<file path="config.mk">
export PLATFORM = sky130hd
export DESIGN_NAME = gray_counter
export DESIGN_NICKNAME = d
export VERILOG_FILES = /design/src/rtl/gray_pkg.sv /design/src/rtl/gray_to_binary.sv /design/src/rtl/gray_counter.sv
export SDC_FILE = /design/constraint.sdc
export NUM_CORES = 1
export LEC_CHECK = 0
export CAP_MARGIN = 30
export CORE_MARGIN = 1
export CORE_UTILIZATION = 39
export DETAILED_ROUTE_END_ITERATION = 12
export PLACE_DENSITY = 0.72
export SLEW_MARGIN = 25
export SYNTH_ARGS = -nofsm -noshare
export SYNTH_HDL_FRONTEND = slang
export SYNTH_SLANG_ARGS = --single-unit
</file>
<file path="constraint.sdc">
create_clock -name clk -period 1.55 [get_ports clk]
set_input_delay 0.2325 -clock clk [delete_from_list [all_inputs] [get_ports clk]]
set_output_delay 0.2325 -clock clk [all_outputs]
set_load 0.005 [all_outputs]
</file>
<file path="src/rtl/gray_pkg.sv">
// Shared Gray-code constants and width-parametrised conversion helpers.
// Helpers work on zero-extended 32-bit values; the width argument masks the live bits.
package gray_pkg;

    localparam int unsigned GRAY_DEFAULT_WIDTH = 4;
    localparam int unsigned GRAY_MAX_WIDTH     = 32;

    function automatic logic [31:0] width_mask(input int unsigned width);
        logic [31:0] mask;
        if (width >= GRAY_MAX_WIDTH) begin
            mask = 32'hFFFF_FFFF;
        end else begin
            mask = (32'd1 << width) - 32'd1;
        end
        return mask;
    endfunction

    function automatic logic [31:0] bin2gray(input logic [31:0] bin, input int unsigned width);
        logic [31:0] b;
        b = bin & width_mask(width);
        return b ^ (b >> 1);
    endfunction

    // Prefix XOR running down from the MSB of the live width.
    function automatic logic [31:0] gray2bin(input logic [31:0] gray, input int unsigned width);
        logic [31:0] b;
        logic        acc;
        b   = 32'd0;
        acc = 1'b0;
        for (int i = 31; i >= 0; i--) begin
            if (i < int'(width)) begin
                acc  = acc ^ gray[i];
                b[i] = acc;
            end else begin
                b[i] = 1'b0;
            end
        end
        return b;
    endfunction

endpackage

</file>
<file path="src/rtl/gray_to_binary.sv">
// Purely combinational Gray-to-binary decoder, reusable wherever a Gray word must be decoded.
module gray_to_binary
    import gray_pkg::*;
#(
    parameter int unsigned WIDTH = GRAY_DEFAULT_WIDTH
) (
    input  logic [WIDTH-1:0] gray_i,
    output logic [WIDTH-1:0] bin_o
);

    assign bin_o = WIDTH'(gray2bin(32'(gray_i), WIDTH));

endmodule

</file>
<file path="src/rtl/gray_counter.sv">
// Up/down counter holding a binary count, with registered Gray and binary views and a wrap pulse.
// gray_out comes straight from its own flop so it can be sampled safely in another clock domain.
module gray_counter
    import gray_pkg::*;
#(
    parameter int unsigned      WIDTH = GRAY_DEFAULT_WIDTH,
    parameter logic [WIDTH-1:0] INIT  = {WIDTH{1'b0}}
) (
    input  logic             clk,
    input  logic             rst_n,
    input  logic             en,
    input  logic             up_dn,
    input  logic             load,
    input  logic [WIDTH-1:0] load_gray,
    output logic [WIDTH-1:0] gray_out,
    output logic [WIDTH-1:0] bin_out,
    output logic             wrap
);

    localparam logic [WIDTH-1:0] CNT_ZERO  = {WIDTH{1'b0}};
    localparam logic [WIDTH-1:0] CNT_ONE   = {{(WIDTH-1){1'b0}}, 1'b1};
    localparam logic [WIDTH-1:0] CNT_MAX   = {WIDTH{1'b1}};
    localparam logic [WIDTH-1:0] INIT_GRAY = WIDTH'(bin2gray(32'(INIT), WIDTH));

    logic [WIDTH-1:0] bin_q;
    logic [WIDTH-1:0] bin_d;
    logic [WIDTH-1:0] gray_q;
    logic [WIDTH-1:0] gray_d;
    logic             wrap_q;
    logic             wrap_d;
    logic [WIDTH-1:0] load_bin_s;

    gray_to_binary #(
        .WIDTH (WIDTH)
    ) u_load_dec (
        .gray_i (load_gray),
        .bin_o  (load_bin_s)
    );

    // Next count: load beats step beats hold; wrap flags only a step across the end of the range.
    always_comb begin
        bin_d  = bin_q;
        wrap_d = 1'b0;
        if (load) begin
            bin_d  = load_bin_s;
            wrap_d = 1'b0;
        end else if (en) begin
            if (up_dn) begin
                bin_d  = bin_q + CNT_ONE;
                wrap_d = (bin_q == CNT_MAX);
            end else begin
                bin_d  = bin_q - CNT_ONE;
                wrap_d = (bin_q == CNT_ZERO);
            end
        end else begin
            bin_d  = bin_q;
            wrap_d = 1'b0;
        end
        gray_d = WIDTH'(bin2gray(32'(bin_d), WIDTH));
    end

    // Count, Gray and wrap registers with synchronous active-low reset.
    always_ff @(posedge clk) begin
        if (!rst_n) begin
            bin_q  <= INIT;
            gray_q <= INIT_GRAY;
            wrap_q <= 1'b0;
        end else begin
            bin_q  <= bin_d;
            gray_q <= gray_d;
            wrap_q <= wrap_d;
        end
    end

    assign bin_out  = bin_q;
    assign gray_out = gray_q;
    assign wrap     = wrap_q;

endmodule

</file>
==> impl_metrics.env, run 1 <==
export IMPL_nets=108
export IMPL_dr_first_iter_drc_count=8
export IMPL_crit_arrival_ps=1770
export IMPL_cts_buffer_depth=2
export IMPL_final_max_slew_viol_count=0
export IMPL_hold_viol=0
export IMPL_synth_fp_nets=73
export IMPL_antenna_found_initial=0
export IMPL_routedWlPerCell_um=11.8
export IMPL_startpoint_type="register"
export IMPL_fmax_mhz=630
export IMPL_dieArea_sq_mm=0.00161
export IMPL_hpwl_mm=1.07
export IMPL_hold_path_class="input pin to register"
export IMPL_wl_mm=1.30
export IMPL_drive_above_1_share_pct=37.9
export IMPL_critPathBufInv=1
export IMPL_status="finished, violations left"
export IMPL_hold_buffers=0
export IMPL_seq_area_frac_synth_pct=28.3
export IMPL_htree_levels=1
export IMPL_finalWorstSetupSlack_ps=-36.4
export IMPL_rows=13
export IMPL_avgSynthCellArea_sq_um=9.27
export IMPL_final_cell_mix="buf_4 (16), clkdlybuf4s50_1 (14), dfxtp_1 (6), xnor2_1 (5)"
export IMPL_yosys_cell_types_count=32
export IMPL_final_common_cell="buf_4"
export IMPL_path_delay_family="compound AO/OA/AOI/OAI gates"
export IMPL_p_leak_nw=0.438
export IMPL_tightest_slew_ps=274
export IMPL_grt_pass1_wl_mm=2.21
export IMPL_synth_seq_cells=8
export IMPL_cts_inserted_buffers=3
export IMPL_die_y_um=40.1
export IMPL_ioPinCount=18
export IMPL_cts_tree="yes"
export IMPL_antenna_cells=0
export IMPL_io_buffer_count=17
export IMPL_finalCriticalPeriod_ps=1590
export IMPL_ant_nets=0
export IMPL_area_delta_synth_final_pct=63.3
export IMPL_finalSetupViolCount=1
export IMPL_drt_vias_per_instance=4.94
export IMPL_setup_worst_path_class="register to register"
export IMPL_power_w=0.000755
export IMPL_grt_pass1_vias=510
export IMPL_gr_total_overflow=0
export IMPL_holdWs_ps=403
export IMPL_via_count=543
export IMPL_critical_path_endpoint_type="register"
export IMPL_final_core_util_pct=70.1
export IMPL_power_density_mw_per_mm2=818
export IMPL_maxCapViolCount=0
export IMPL_dpl_instance_area_sq_um=866
export IMPL_rsz0062_at_grt="true"
export IMPL_yosys_warnings=0
export IMPL_fillCellCount=109
export IMPL_slowest_stage="fa_2"
export IMPL_relSlewSlack_pct=81.6
export IMPL_period_share_pct=102
export IMPL_initial_utilization_pct=42.9
export IMPL_die_width_um=40.1
export IMPL_insertion_delay_ps=260
export IMPL_grt_total_usage_pct=22.0
export IMPL_syn_inst=61
export IMPL_ctsRootBufferMaster="clkbuf_4"
export IMPL_crit_fanout=2
export IMPL_syn_area_sq_um=566
export IMPL_cp_required_ps=1730
export IMPL_fin_area_sq_um=923
export IMPL_clk_pin_slew_ps=60
export IMPL_violations="negative setup slack"
export IMPL_first_pass_iters=4
export IMPL_skew_ps=10.4
export IMPL_cp_slowest_stage_delay_ps=360
export IMPL_gp_congestion=0.791
export IMPL_cp_cell_sequence="inv_4 > fa_2 > xnor2_2 > a211o_2 > a21bo_2 > mux2i_1"
export IMPL_core_sq_mm=0.00132
export IMPL_grt_max_degree=16
export IMPL_drc=0
export IMPL_cts_sinks=8
export IMPL_peakVddDrop_v=0.000709
## power by group
group	internal, W	leakage, nW	switching, W
Combinational	0.000205	0.356	0.000132
Sequential	0.000231	0.0673	0.0000136
Clock	0.0000987	0.0150	0.0000742
Total	0.000535	0.438	0.000220
## metal layers
layer	up-vias	wire length [um]	GRT usage (%)
met2	19	644	35.1
met1	238	562	26.3
met4	0	0	4.31
met3	0	92	11.1
met5	-	0	0
li1	286	-	-
## per-stage QoR
step / setup TNS (ps) / std cells / setup WS [ps]
global route: -118 / 110 / -118
global placement: -2730 / 106 / -453
detailed placement: -2950 / 106 / -487
floorplan: -34.6 / 61 / -34.6
CTS: -66.0 / 110 / -44.5
finish: -36.4 / 110 / -36.4
## repair_timing
| item | in CTS | in global routing |
|---|---|---|
| gates resized for setup | 5 | 7 |
| endpoints found under the setup margin | 7 | 4 |
| setup buffers | 0 | 1 |
| pin swaps | 1 | 1 |
| cloned | 0 | 0 |
## area by class of cell
cell class	count	area, sq um	share of cell area, %
multi-input cells	45	402	43.5
repair buffers	33	290	31.4
flip-flops and latches	8	165	17.9
clock buffers	4	26.3	2.85
inverters	5	21.3	2.30
well taps	15	18.8	2.03
## registers in the layout, summed over array words and instances, names as in the netlist
signal / flops
bin_out: 4
gray_out: 3
wrap: 1
## synth_stat cells
cell / number / area, sq um
nor3b_1: 1 / 7.51
a221o_1: 1 / 10.0
buf_6: 1 / 11.3
and2b_2: 1 / 8.76
or4b_1: 1 / 10.0
nand3b_1: 1 / 7.51
inv_1: 5 / 18.8
nand3_2: 1 / 10.0
a211o_2: 1 / 10.0
and2_1: 1 / 6.26
xnor2_1: 6 / 52.6
a21o_2: 1 / 8.76
xor2_1: 1 / 8.76
nand3_1: 2 / 10.0
nand2_1: 4 / 15.0
dfxtp_1: 8 / 160
a21oi_1: 2 / 10.0
o211a_1: 4 / 40.0
o2bb2ai_1: 1 / 8.76
buf_2: 1 / 5.00
nand2b_1: 2 / 12.5
buf_4: 1 / 7.51
or4_1: 1 / 7.51
nor3_1: 2 / 10.0
and4bb_2: 1 / 12.5
ha_1: 2 / 25.0
nor2_1: 2 / 7.51
mux2i_1: 2 / 20.0
a31oi_1: 1 / 6.26
fa_1: 1 / 20.0
a21bo_2: 1 / 10.0
a22oi_1: 1 / 7.51
## path summary, 6_finish.rpt
kind,to,slack [ps],depth (start not counted),start
max reg2reg,gray_out[2]$_SDFF_PN0_,-40,6,bin_out[0]$_SDFF_PN0_
min reg2reg,wrap$_SDFF_PP0_,700,3,bin_out[3]$_SDFF_PN0_
min,wrap$_SDFF_PP0_,400,3,load
max,gray_out[2]$_SDFF_PN0_,-40,6,bin_out[0]$_SDFF_PN0_
## worst min-delay path: stages
cell and delay [ps]:
dlymetal6s2s_1 110, buf_4 200, nor3_1 80
## logic make-up after synthesis
logic type	after synthesis	synth area share [%]
and+or+nand+nor	20	22.1
AOI/OAI and AO/OA	13	19.7
buffers and inverters	8	7.52
DFF	8	28.3
xor gates and xnor gates	7	10.8
adders and majority gates	3	7.96
muxes	2	3.54
No activity file was read; power rests on OpenSTA's default activity.
==> run 2: changes to the inputs <==
- PLACE_DENSITY: 0.72 -> 0.76
==> run 2 against run 1 <==
The run still ends with negative setup slack left. Clock power rose by 9%. Clock-buffer cell count did not move. Clock skew decreased by 3.6 ps. Highest routed layer is now met4. Critical path type unchanged. Sequential power about the same. Hold slack improved by 290 ps. Combinational power hardly changed.
==> impl_metrics.env, run 2 (synthesis results as in run 1) <==
export IMPL_ant_nets=0
export IMPL_timing_rr_start="bin_out[1]$_SDFF_PN0_"
export IMPL_area_delta_synth_final_pct=59.1
export IMPL_grt_total_usage_pct=22.1
export IMPL_first_pass_iters=3
export IMPL_reg2reg_depth=6
export IMPL_cp_cell_sequence="inv_2 > fa_2 > xnor2_2 > a211o_2 > a21bo_2 > mux2i_1"
export IMPL_cp_startpoint="bin_out[1]$_SDFF_PN0_"
export IMPL_wl_met2_um=718
export IMPL_dp_slack_ps=-457
export IMPL_path_delay_family="compound AO/OA/AOI/OAI gates"
export IMPL_fillCellCount=106
export IMPL_met1_length_um=600
export IMPL_switching_power_w=0.000235
export IMPL_drt_vias_per_instance=5.15
export IMPL_initial_utilization_pct=42.9
export IMPL_grt_pass1_vias=487
export IMPL_status="finished, violations left"
export IMPL_wl_mm=1.41
export IMPL_rows=13
export IMPL_dp_cells=103
export IMPL_skew_ps=6.85
export IMPL_insertion_delay_ps=270
export IMPL_slowest_stage="fa_2"
export IMPL_swShare_pct=30.5
export IMPL_seq_power_share_pct=32.0
export IMPL_critPathBufInv=1
export IMPL_cts_buffer_depth=2
export IMPL_maxCapViolCount=0
export IMPL_grt_pass1_wl_mm=2.25
export IMPL_cts_inserted_buffers=3
export IMPL_htree_levels=1
export IMPL_cp_required_ps=1740
export IMPL_dieArea_sq_mm=0.00161
export IMPL_hold_path_class="input pin to register"
export IMPL_violations="negative setup slack"
export IMPL_routedWlPerCell_um=13.2
export IMPL_cts_sinks=8
export IMPL_final_cell_mix="clkdlybuf4s50_1 (16), buf_4 (13), xnor2_1 (5)"
export IMPL_die_y_um=40.1
export IMPL_rr_endpoint="gray_out[2]$_SDFF_PN0_"
export IMPL_crit_fanout=3
export IMPL_cts_tree="yes"
export IMPL_largest_reg_flops=4
export IMPL_antenna_cells=0
export IMPL_final_cells=107
export IMPL_nets=105
export IMPL_final_max_slew_viol_count=0
export IMPL_crit_arrival_ps=1850
export IMPL_critical_path_endpoint_type="register"
export IMPL_power_density_mw_per_mm2=855
export IMPL_via_count=551
export IMPL_drive_above_1_share_pct=37.0
export IMPL_period_share_pct=107
export IMPL_final_core_util_pct=68.3
export IMPL_io_buffer_count=17
export IMPL_power_w=0.000769
export IMPL_finalSetupViolCount=2
export IMPL_clkPwrFrac_pct=24.4
export IMPL_gp_congestion=0.780
export IMPL_tightest_slew_ps=257
export IMPL_final_common_cell="clkdlybuf4s50_1"
export IMPL_gr_total_overflow=0
export IMPL_fmax_mhz=601
export IMPL_crit_end="gray_out[2]$_SDFF_PN0_"
export IMPL_ctsRootBufferMaster="clkbuf_4"
export IMPL_relSlewSlack_pct=82.8
export IMPL_crit_cells=6
export IMPL_hpwl_mm=1.02
export IMPL_routed_wl_met3_um=65
export IMPL_reg2reg_slack_ps=-110
export IMPL_p_leak_nw=0.405
export IMPL_startpoint_type="register"
export IMPL_hold_viol=0
export IMPL_clk_pin_slew_ps=60
export IMPL_internal_power_w=0.000535
export IMPL_peakVddDrop_v=0.000384
export IMPL_top_layer_used="met4"
export IMPL_die_width_um=40.1
export IMPL_finalCriticalPeriod_ps=1660
export IMPL_pwr_share_comb_pct=43.6
export IMPL_rsz0062_at_grt="true"
export IMPL_finalWorstSetupSlack_ps=-114
export IMPL_setup_worst_path_class="register to register"
export IMPL_antenna_found_initial=0
export IMPL_core_sq_mm=0.00132
export IMPL_cp_slowest_stage_delay_ps=370
export IMPL_ioPinCount=18
export IMPL_dr_first_iter_drc_count=4
export IMPL_grt_max_degree=16
export IMPL_drc=0
==> run 2: area by class of cell <==
type | count | area [sq um] | area share [%]
inverter | 5 | 18.8 | 2.09
sequential | 8 | 168 | 18.6
timing repair buffer | 30 | 267 | 29.6
clock buffer | 4 | 26.3 | 2.92
tap | 15 | 18.8 | 2.09
multi-input combinational | 45 | 402 | 44.6
==> run 2: worst min-delay path by stage <==
stage	end	cells past startpoint	slack [ps]	from
3_3_place_gp	wrap$_SDFF_PP0_	3	700	bin_out[3]$_SDFF_PN0_
2_1_floorplan	bin_out[3]$_SDFF_PN0_	1	350	rst_n
4_1_cts	wrap$_SDFF_PP0_	5	630	up_dn
3_5_place_dp	wrap$_SDFF_PP0_	4	710	bin_out[0]$_SDFF_PN0_
5_1_grt	gray_out[0]$_SDFF_PN0_	3	720	load_gray[0]
6_report	bin_out[1]$_SDFF_PN0_	2	700	rst_n
==> run 2: repair_timing <==
| action | 4_1_cts | 5_1_grt |
|---|---|---|
| buffers inserted | 0 | 1 |
| hold buffers | 0 | 0 |
| endpoints found under the setup margin | 7 | 5 |
| gates resized for setup | 6 | 3 |
| pin swaps | 1 | 3 |
==> run 2: power by group through the flow <==
stage	clock network, W	logic (W)	registers [W]
finish	0.000188	0.000335	0.000246
global route	0.000203	0.000371	0.000249
detailed placement	0	0.000307	0.000247
floorplan	0	0.000157	0.000255
CTS	0.000191	0.000312	0.000245
global placement	0	0.000303	0.000247
==> run 2: per-layer routing <==
layer  track usage, %  up-vias
li1                 -      279
met1             26.7      252
met2             34.3       16
met3             8.33        4
met4             10.3        0
met5                0        -
==> run 2: through the flow <==
stage	hold slack (ps)	area, sq um	TNS [ps]
2_1_floorplan	354	581	-34.6
3_3_place_gp	700	843	-2560
3_5_place_dp	711	843	-2710
4_1_cts	629	878	-122
5_1_grt	718	900	-307
6_report	695	900	-124
